### src/rtl/maze_pkg.sv
`default_nettype none
// ============================================================================
//  Module      : maze_pkg
//  Description : Shared maze geometry, cell indexing and encodings used by the
//                player controller, renderer and map generator.
//  Revision    : 1.0  initial release
// ============================================================================
package maze_pkg;

    localparam int X_DIM    = 5;
    localparam int Y_DIM    = 5;
    localparam int B_LENGTH = 94;
    localparam int B_WIDTH  = 95;
    localparam int X_OFFSET = 81;

    localparam logic [2:0] START_COL = 3'd0;
    localparam logic [2:0] START_ROW = 3'd4;
    localparam logic [2:0] GOAL_COL  = 3'd4;
    localparam logic [2:0] GOAL_ROW  = 3'd0;

    typedef enum logic [1:0] {
        DIR_UP    = 2'd0,
        DIR_DOWN  = 2'd1,
        DIR_LEFT  = 2'd2,
        DIR_RIGHT = 2'd3
    } dir_t;

    typedef enum logic [1:0] {
        ST_IDLE  = 2'd0,
        ST_CHECK = 2'd1,
        ST_COOL  = 2'd2,
        ST_WIN   = 2'd3
    } state_t;

    // Wall-map bit index for a cell; columns are stored as contiguous runs of rows.
    function automatic logic [4:0] cell_idx(input logic [2:0] col, input logic [2:0] row);
        logic [5:0] w_sum;
        w_sum = 6'(col) * 6'(Y_DIM) + 6'(row);
        return w_sum[4:0];
    endfunction

endpackage
`default_nettype wire

### src/rtl/btn_sync_edge.sv
`default_nettype none
// ============================================================================
//  Module      : btn_sync_edge
//  Description : Two-flop synchronizer for a raw push-button followed by a
//                rising-edge detector on the synchronized level.
//  Revision    : 1.0  initial release
// ============================================================================
module btn_sync_edge (
    input  logic in_clk,
    input  logic reset,
    input  logic btn_raw,
    output logic btn_edge
);

    logic r_meta;
    logic r_sync;
    logic r_prev;

    always_ff @(posedge in_clk) begin
        if (reset) begin
            r_meta <= 1'b0;
            r_sync <= 1'b0;
            r_prev <= 1'b0;
        end else begin
            r_meta <= btn_raw;
            r_sync <= r_meta;
            r_prev <= r_sync;
        end
    end

    // Pulse is formed from registered levels so the FSM sees it the cycle the
    // synchronized level first rises.
    assign btn_edge = r_sync & ~r_prev;

endmodule
`default_nettype wire

### src/rtl/maze_player_ctrl.sv
`default_nettype none
// ============================================================================
//  Module      : maze_player_ctrl
//  Description : Moves a player token across the maze grid from push-buttons,
//                blocking walls and grid edges; reports cell, pixel box, move
//                count, win flag and bump pulse.
//  Revision    : 1.0  initial release
// ============================================================================
module maze_player_ctrl
    import maze_pkg::*;
#(
    parameter int X_DIM    = maze_pkg::X_DIM,
    parameter int Y_DIM    = maze_pkg::Y_DIM,
    parameter int B_LENGTH = maze_pkg::B_LENGTH,
    parameter int B_WIDTH  = maze_pkg::B_WIDTH,
    parameter int X_OFFSET = maze_pkg::X_OFFSET,
    parameter int COOLDOWN = 5000000
) (
    input  logic                     in_clk,
    input  logic                     reset,
    input  logic                     btn_up,
    input  logic                     btn_down,
    input  logic                     btn_left,
    input  logic                     btn_right,
    input  logic [X_DIM*Y_DIM-1:0]   wall_map,
    input  logic                     map_load,
    output logic [2:0]               player_col,
    output logic [2:0]               player_row,
    output logic [10:0]              player_x1,
    output logic [10:0]              player_x2,
    output logic [10:0]              player_y1,
    output logic [10:0]              player_y2,
    output logic [15:0]              move_count,
    output logic                     won,
    output logic                     bump
);

    localparam int                c_CD_W    = (COOLDOWN > 2) ? $clog2(COOLDOWN) : 1;
    localparam logic [c_CD_W-1:0] c_CD_LOAD = c_CD_W'(COOLDOWN - 1);

    logic [3:0] w_raw;
    logic [3:0] w_edge;

    assign w_raw = {btn_up, btn_down, btn_left, btn_right};

    for (genvar gi = 0; gi < 4; gi++) begin : g_btn
        btn_sync_edge u_sync (
            .in_clk   (in_clk),
            .reset    (reset),
            .btn_raw  (w_raw[gi]),
            .btn_edge (w_edge[gi])
        );
    end

    state_t              r_state;
    dir_t                r_dir;
    logic [2:0]          r_col;
    logic [2:0]          r_row;
    logic [15:0]         r_move_count;
    logic                r_won;
    logic                r_bump;
    logic [c_CD_W-1:0]   r_cd;

    logic        w_edge_valid;
    dir_t        w_edge_dir;
    logic [3:0]  w_tgt_col;
    logic [3:0]  w_tgt_row;
    logic        w_in_grid;
    logic [4:0]  w_tgt_idx;
    logic        w_always_open;
    logic        w_blocked;
    logic        w_tgt_goal;

    // Fixed priority up > down > left > right; losing edges are simply dropped.
    always_comb begin
        w_edge_valid = |w_edge;
        w_edge_dir   = DIR_RIGHT;
        if (w_edge[3]) begin
            w_edge_dir = DIR_UP;
        end else if (w_edge[2]) begin
            w_edge_dir = DIR_DOWN;
        end else if (w_edge[1]) begin
            w_edge_dir = DIR_LEFT;
        end
    end

    // Target computed one bit wider so stepping below 0 wraps to a large,
    // out-of-grid value instead of aliasing onto a real cell.
    always_comb begin
        w_tgt_col = {1'b0, r_col};
        w_tgt_row = {1'b0, r_row};
        case (r_dir)
            DIR_UP:    w_tgt_row = {1'b0, r_row} - 4'd1;
            DIR_DOWN:  w_tgt_row = {1'b0, r_row} + 4'd1;
            DIR_LEFT:  w_tgt_col = {1'b0, r_col} - 4'd1;
            DIR_RIGHT: w_tgt_col = {1'b0, r_col} + 4'd1;
            default:   w_tgt_col = {1'b0, r_col};
        endcase
    end

    assign w_in_grid     = (w_tgt_col < 4'(X_DIM)) && (w_tgt_row < 4'(Y_DIM));
    assign w_tgt_idx     = cell_idx(w_tgt_col[2:0], w_tgt_row[2:0]);
    assign w_tgt_goal    = (w_tgt_col == {1'b0, GOAL_COL}) && (w_tgt_row == {1'b0, GOAL_ROW});
    assign w_always_open = w_tgt_goal ||
                           ((w_tgt_col == {1'b0, START_COL}) && (w_tgt_row == {1'b0, START_ROW}));
    assign w_blocked     = !w_in_grid || (!w_always_open && wall_map[w_tgt_idx]);

    always_ff @(posedge in_clk) begin
        if (reset || map_load) begin
            r_state      <= ST_IDLE;
            r_dir        <= DIR_UP;
            r_col        <= START_COL;
            r_row        <= START_ROW;
            r_move_count <= 16'd0;
            r_won        <= 1'b0;
            r_bump       <= 1'b0;
            r_cd         <= '0;
        end else begin
            r_bump <= 1'b0;
            case (r_state)
                ST_IDLE: begin
                    if (w_edge_valid) begin
                        r_dir   <= w_edge_dir;
                        r_state <= ST_CHECK;
                    end
                end
                ST_CHECK: begin
                    if (w_blocked) begin
                        r_bump  <= 1'b1;
                        r_cd    <= c_CD_LOAD;
                        r_state <= ST_COOL;
                    end else begin
                        r_col <= w_tgt_col[2:0];
                        r_row <= w_tgt_row[2:0];
                        if (r_move_count != 16'hFFFF) begin
                            r_move_count <= r_move_count + 16'd1;
                        end
                        if (w_tgt_goal) begin
                            r_won   <= 1'b1;
                            r_state <= ST_WIN;
                        end else begin
                            r_cd    <= c_CD_LOAD;
                            r_state <= ST_COOL;
                        end
                    end
                end
                ST_COOL: begin
                    if (r_cd == '0) begin
                        r_state <= ST_IDLE;
                    end else begin
                        r_cd <= r_cd - 1'b1;
                    end
                end
                ST_WIN: begin
                    r_state <= ST_WIN;
                end
                default: begin
                    r_state <= ST_IDLE;
                end
            endcase
        end
    end

    assign player_col = r_col;
    assign player_row = r_row;
    assign move_count = r_move_count;
    assign won        = r_won;
    assign bump       = r_bump;

    assign player_x1 = 11'(X_OFFSET) + 11'(r_col) * 11'(B_LENGTH);
    assign player_x2 = player_x1 + 11'(B_LENGTH - 1);
    assign player_y1 = 11'(r_row) * 11'(B_WIDTH);
    assign player_y2 = player_y1 + 11'(B_WIDTH - 1);

endmodule
`default_nettype wire

### config.mk
export PLATFORM = sky130hd
export DESIGN_NAME = maze_player_ctrl
export DESIGN_NICKNAME = d
export VERILOG_FILES = /design/src/rtl/maze_pkg.sv /design/src/rtl/btn_sync_edge.sv /design/src/rtl/maze_player_ctrl.sv
export SDC_FILE = /design/constraint.sdc
export NUM_CORES = 1
export LEC_CHECK = 0
export BUFFER_PORTS_ARGS = -buffer_cell sky130_fd_sc_hd__buf_2
export CORE_UTILIZATION = 55
export DETAILED_ROUTE_END_ITERATION = 6
export HOLD_SLACK_MARGIN = 0.1
export PLACE_DENSITY_LB_ADDON = 0.12
export REMOVE_ABC_BUFFERS = 1
export SETUP_SLACK_MARGIN = 0.4
export SLEW_MARGIN = 25
export SYNTH_ARGS = -nofsm -noshare
export SYNTH_HDL_FRONTEND = slang
export SYNTH_SLANG_ARGS = --single-unit
### constraint.sdc
create_clock -name in_clk -period 6.05 [get_ports in_clk]
set_input_delay 0.605 -clock in_clk [delete_from_list [all_inputs] [get_ports in_clk]]
set_output_delay 0.605 -clock in_clk [all_outputs]
set_load 0.03 [all_outputs]
Word-level counts from Yosys, hierarchy flattened
Index checks and enable logic that the tools add are counted.
{"block": "totals", "input_bits": 32, "output_inout_bits": 68, "mem_count": 0, "romBits": 0, "latchBits": 0, "ram_bits": 0, "reg_bits": 63, "wordCells": 99}
{"block": "classes", "muxes": 17, "n_reduce_logical": 23, "bitwise_logic": 10, "n_eq_ne": 13, "shifts": 0, "n_div": 0, "n_lt_le_gt_ge": 3, "mul": 3, "addsub": 10}
{"operator": "$mux 23", "count": 3}
{"operator": "$pmux 23 s2", "count": 1}
{"operator": "$logic_not 23->1", "count": 1}
{"operator": "$sub 23x1->23 const B", "count": 1}
{"operator": "$add 16x1->16 const B", "count": 1}
{"operator": "$ne 16x16->1 const B", "count": 1}
{"operator": "$pmux 4 s2", "count": 2}
{"operator": "$add 10x7->11 const B", "count": 1}
{"operator": "$add 11x7->11 const B", "count": 1}
{"operator": "$add 7x10->11 const A", "count": 1}
{"operator": "$mul 3x7->10 const B", "count": 1}
{"operator": "$mul 3x6->9 const B", "count": 1}
{"operator": "$reduce_and 3->1", "count": 3}
{"operator": "$add 3x1->4 const B", "count": 2}
{"operator": "$eq 2x2->1 const B", "count": 4}
{"operator": "$eq 4x3->1 const B", "count": 2}
{"operator": "$logic_not 4->1", "count": 2}
{"operator": "$lt 4x3->1 const B", "count": 2}
{"operator": "$mux 2", "count": 4}
{"operator": "$pmux 2 s4", "count": 1}
{"operator": "$sub 3x1->4 const B", "count": 2}
{"operator": "$lt 5x6->1 const B", "count": 1}
{"operator": "$ne 2x2->1 const B", "count": 3}
{"operator": "$not 1->1", "count": 6}
{"operator": "15 further kinds", "count": 32}

Longest topological paths before layout
{"block": "logic_depth", "depth_word": 10, "depth_mapped": 19, "mapped_depth_nobuf": 17}

Hierarchy
A second synthesis with hierarchy kept.
{"block": "hier_totals", "hier_cells": 539, "hier_area_um2": 4556.9}
{"mod": "maze_player_ctrl", "instances": 1, "cells_each": 511, "area_per_inst_um2": 4206.5, "seq_area_each_um2": 1021.0}
{"mod": "btn_sync_edge", "instances": 4, "cells_each": 7, "area_per_inst_um2": 87.6, "seq_area_each_um2": 60.1}

Worst setup path before layout
Ideal clock, no wire load.
{"block": "synth_timing", "kind": "flip-flop to output port", "from": "reg r_col[0], in the netlist player_col[0]", "to": "out player_x2[9]", "arrival_ps": 4616, "required_ps": 5445, "path_stages_with_launch": 13, "n_path_buf": 1, "slack_ps": 829, "path_cell_list": "dfxtp_1 buf_6 inv_1 fa_1 inv_1 ha_1 fa_1 nor2b_1 o21ai_0 and3_1 nor2_1 o41ai_1 xnor2_1"}
{"block": "synth_via", "elab_chain_cells": 3}
{"item": "start: declaration", "line_no": "maze_player_ctrl.sv:57", "rtl": "logic [2:0] r_col;"}
{"item": "start signal: assignment", "line_no": "maze_player_ctrl.sv:133", "rtl": "r_col <= w_tgt_col[2:0];"}
{"item": "$mul 3x6->9", "line_no": "maze_player_ctrl.sv:170", "rtl": "assign player_x1 = 11'(X_OFFSET) + 11'(r_col) * 11'(B_LENGTH);"}
{"item": "$add 7x10->11", "line_no": "maze_player_ctrl.sv:170"}
{"item": "via player_x1[9]", "line_no": "maze_player_ctrl.sv:29", "rtl": "output logic [10:0] player_x1,"}
{"item": "$add 11x7->11", "line_no": "maze_player_ctrl.sv:171", "rtl": "assign player_x2 = player_x1 + 11'(B_LENGTH - 1);"}
{"item": "end: declaration", "line_no": "maze_player_ctrl.sv:30", "rtl": "output logic [10:0] player_x2,"}
The timed path passes the listed nets, and every way through them passes these cells.

Worst setup path after layout
{"block": "layout_timing", "from": "reg r_dir[1]", "to": "reg r_move_count[6], in the netlist move_count[6]"}
{"block": "layout_via", "elab_chain_cells": 10, "elab_cells_between_ends": 26, "classes_between": "add/sub (1); mul (1); order compare (2); eq/ne (5); mux (4); bitwise (1); reduce/logical (12)"}
{"item": "start: declaration", "line_no": "maze_player_ctrl.sv:56", "rtl": "dir_t r_dir;"}
{"item": "start signal: assignment", "line_no": "maze_player_ctrl.sv:123", "rtl": "r_dir <= w_edge_dir;"}
{"item": "$eq 2x2->1", "line_no": "maze_player_ctrl.sv:92", "rtl": "case (r_dir)"}
{"item": "$pmux 4 s2 (*)", "line_no": "maze_player_ctrl.sv:92"}
{"item": "via w_tgt_col[2]", "line_no": "maze_player_ctrl.sv:66", "rtl": "logic [3:0] w_tgt_col;"}
{"item": "$mul 3x3->5, or another cell as far along", "line_no": "maze_pkg.sv:38", "rtl": "w_sum = 6'(col) * 6'(Y_DIM) + 6'(row);"}
{"item": "$add 5x3->5, or another cell as far along", "line_no": "maze_pkg.sv:38"}
{"item": "$bmux 1 s5 / $logic_or 1x1->1 (equally long branches)", "line_no": "maze_player_ctrl.sv:106, maze_player_ctrl.sv:104"}
{"item": "$mux 1 (implied by the code) / $logic_not 1->1 (equally long branches)", "line_no": "maze_player_ctrl.sv:106", "rtl": "assign w_blocked = !w_in_grid || (!w_always_open && wall_map[w_tgt_idx]);"}
{"item": "$logic_and 1x1->1", "line_no": "maze_player_ctrl.sv:106"}
{"item": "$logic_or 1x1->1 (*)", "line_no": "maze_player_ctrl.sv:106"}
{"item": "$not 1->1 (no line) (*)"}
{"item": "$reduce_and 3->1 (no line) (*)"}
{"item": "end signal: assignment", "line_no": "maze_player_ctrl.sv:136", "rtl": "r_move_count <= r_move_count + 16'd1;"}
{"item": "end: declaration", "line_no": "maze_player_ctrl.sv:59", "rtl": "logic [15:0] r_move_count;"}
The timed path passes the listed nets; every way through them passes the cells marked *. The select of a mux whose other input is x is not followed.
A chain may end at the register's enable or synchronous reset.

==> flow_metrics.env <==
export IMPL_status="finished clean"
export IMPL_hold_viol=0
export IMPL_clock_path_buffers=2
export IMPL_holdBufCountCts=0
export IMPL_synth_edf_count=0
export IMPL_tns_ns=0
export IMPL_vdd_ir_drop_max_v=0.000141
export IMPL_cts_root_buf="clkbuf_8"
export IMPL_portBuffers=96
export IMPL_synth_ff_type="dfxtp_1"
export IMPL_period_needed_ns=5.21
export IMPL_routed_via_density=5.65
export IMPL_wire_per_inst_um=13.6
export IMPL_p_clk_frac=0.324
export IMPL_antennaDiodeCount=0
export IMPL_drive_gt1_frac=0.211
export IMPL_tritoncts="yes"
export IMPL_syn_area_per_cell_um2=8.54
export IMPL_netSwitchingPower_uw=347
export IMPL_htree_levels=3
export IMPL_worst_path_most_repeated_cell="ha_1"
export IMPL_clkSinkCount=63
export IMPL_powerDensity_mw_per_mm2=200
export IMPL_yosys_area_share_simple=0.209
export IMPL_total_leakage_power_uw=0.00240
export IMPL_syn_inst=543
export IMPL_clock_skew_ns=0.00674
export IMPL_report_final_slew_viol_count=0
export IMPL_first_pass_iters=4
export IMPL_rows=33
export IMPL_ys_seq_elements=63
export IMPL_synth_area_leaders="dfxtp_1 27%, ha_1 9.2%, xor2_1 5.7%"
export IMPL_synth_xor_area_frac=0.105
export IMPL_worst_pin_slew_ns=0.715
export IMPL_combPwrFrac=0.263
export IMPL_cp_arrival_ns=5.48
export IMPL_ys_seq_area_frac=0.272
export IMPL_place_hpwl_mm=7.35
export IMPL_cts_buffers=9
export IMPL_crit_buf_inv=2
export IMPL_antenna_found_initial=0
export IMPL_hold_class="reg -> reg"
export IMPL_ant_nets=0
export IMPL_setup_viol=0
export IMPL_worstPathRequired_ns=6.32
export IMPL_cap_violations=0
export IMPL_core_mm2=0.00818
export IMPL_rsz0062_at_grt="false"
export IMPL_syn2layout_area_growth_pct=14.7
export IMPL_ys_types=62
export IMPL_startpoint_type="register"
export IMPL_intPower_uw=717
export IMPL_place_gp_congestion=0.849
export IMPL_postSynth_asyncResetShare=0
export IMPL_track_usage=0.244
export IMPL_grt_pass1_vias=3944
export IMPL_die_w_um=93.8
export IMPL_relSlewSlack=0.523
export IMPL_crit_chain="nand2_1, ha_1, xnor2_1, a21boi_2, inv_1, ha_1, ha_1, inv_1, fa_1, xnor2_1, mux4_2, o22ai_1, a2111oi_2, a211o_1, or4_1, a21oi_1"
export IMPL_power_uw=1060
export IMPL_num_vias=4154
export IMPL_wirelength_mm=10.0
export IMPL_ctsResizeCount=0
export IMPL_synth_fa_ha_area_frac=0.135
export IMPL_grt_pass1_wl_mm=17.3
export IMPL_synth_mux_area_fraction=0.0485
export IMPL_drt_iter0_drc=212
export IMPL_clk_latency_ns=0.34
export IMPL_cp_slowest_stage_delay_ns=0.66
export IMPL_fin_crit_sh=0.861
export IMPL_grt_max_degree=35
export IMPL_synth_top_family_by_area="simple AND/OR/NAND/NOR gates"
export IMPL_pin_count=100
export IMPL_slowest_stage="dfxtp_1"
export IMPL_crit_type="reg -> reg"
export IMPL_seqPwrFrac=0.413
export IMPL_final_nets=703
export IMPL_syn_area_mm2=0.00464
export IMPL_post_cts_buffers=0
export IMPL_grt_ovfl_total=0
export IMPL_critPathTopFamily="adder cells"
export IMPL_switching_share=0.326
export IMPL_path_max_fanout=18
export IMPL_synth_top_cell_area_share=0.272
export IMPL_endpoint_kind="register"
export IMPL_start_util=0.567
export IMPL_yosysWarnings=0
export IMPL_clk_pin_slew_worst_paths_ns=0.07
export IMPL_die_area_mm2=0.00881
export IMPL_n_fill_cell=709
export IMPL_die_h_um=93.8
export IMPL_drc=0
export IMPL_synth_compound_gate_area_share=0.164
export IMPL_clock_fmax_ghz=0.192
export IMPL_synth_largest_area_cell="dfxtp_1"
-- sequential cells by signal, summed over array words and instances (netlist names) --
signal and count:
r_cd 23, move_count 16, g_btn.u_sync.r_meta 4, g_btn.u_sync.r_prev 4, g_btn.u_sync.r_sync 4, player_col 3, player_row 3, r_dir 2
r_state 2, bump 1, won 1
-- Yosys cell counts (3+ instances only) --
master	n
o21bai_1	3
xnor2_1	20
nand4b_1	5
nor4_1	4
a21o_1	3
or3_1	11
and3_1	7
inv_1	37
nand4_1	5
nand2b_1	9
nor3_1	10
fa_1	10
buf_6	3
ha_1	34
nand3_1	19
nand2_1	35
clkbuf_1	16
dfxtp_1	63
mux2i_1	9
o22ai_1	4
a211oi_1	3
or2_2	3
a41o_1	6
mux4_2	5
nor2_1	47
xor2_1	30
o31ai_1	5
nor2b_1	15
a21oi_1	39
o21ai_0	18
nand3b_1	3
o211ai_1	6
a31oi_1	8
o2111ai_1	5
buf_4	8
-- power groups by stage --
stage                     clock [uW]  combinational (uW)  sequential (uW)
after floorplan                    0                 208              448
after detailed placement           0                 278              448
final                            345                 279              439
after CTS                        352                 279              439
after global placement             0                 272              448
after global routing             372                 309              441
-- layout by cell type (no fill, tap or decap), types with 19 or more instances in the layout --
cell type	n
buf_2	96
dfxtp_1	63
nor2_1	47
a21oi_1	39
inv_1	37
nand2_1	35
ha_1	34
xor2_1	30
xnor2_1	20
nand3_1	19
-- through the flow --
stage	cells	utilization	setup slack (ns)	hold WS (ns)	cell area (um^2)
3_3_place_gp	721	0.629	1.05	0.421	5140
6_report	735	0.651	0.843	0.437	5320
5_1_grt	735	0.651	0.477	0.461	5320
2_1_floorplan	515	-	-0.269	0.414	4480
4_1_cts	735	0.650	0.849	0.437	5320
3_5_place_dp	721	0.629	0.860	0.422	5140
-- per-layer routing --
layer	vias to the layer above	global-route usage	share of wire	wire (um)
li1	2077	-	-	-
met1	1936	0.301	0.44	4420
met2	122	0.420	0.49	4910
met3	19	0.0421	0.049	488
met4	0	0.103	0.020	199
met5	-	0	0	0
-- final timing paths --
path                            cells after the start                     end              startpoint  slack (ns)
worst min register to register                      1  g_btn[3].u_sync.r_sync  g_btn[3].u_sync.r_meta        0.44
worst min-delay path                                1  g_btn[3].u_sync.r_sync  g_btn[3].u_sync.r_meta        0.44
worst max register to register                     16           move_count[6]                r_dir[1]        0.84
worst max-delay path                               16           move_count[6]                r_dir[1]        0.84
-- final cells by class --
| class | count | area (um^2) | area share |
|---|---|---|---|
| Clock buffer | 10 | 128 | 0.0240 |
| Tap cell | 105 | 131 | 0.0247 |
| Timing Repair Buffer | 101 | 518 | 0.0973 |
| Inverter | 37 | 139 | 0.0261 |
| Sequential cell | 63 | 1260 | 0.237 |
| Multi-Input combinational cell | 415 | 3100 | 0.582 |
| Clock inverter | 4 | 48.8 | 0.00917 |
-- worst reg2reg max path: stages (launching register included) --
cell and delay, ns:
dfxtp_1 0.66, nand2_1 0.22, ha_1 0.37, xnor2_1 0.19, a21boi_2 0.25, inv_1 0.09, ha_1 0.28, ha_1 0.30
inv_1 0.06, fa_1 0.42, xnor2_1 0.49, mux4_2 0.39, o22ai_1 0.22, a2111oi_2 0.10, a211o_1 0.41, or4_1 0.55
a21oi_1 0.14
-- cells by family (layout without fill, tap and decap cells) --
family | count (synthesis) | in the layout
AO/OA/AOI/OAI | 116 | 116
XOR/XNOR | 52 | 52
adder cells (fa/ha/maj) | 44 | 44
buffers and inverters | 66 | 152
flip-flops | 63 | 63
multiplexers | 16 | 16
other | 2 | 3
AND/OR/NAND/NOR | 184 | 184
Power figures use the tool's default switching activity.
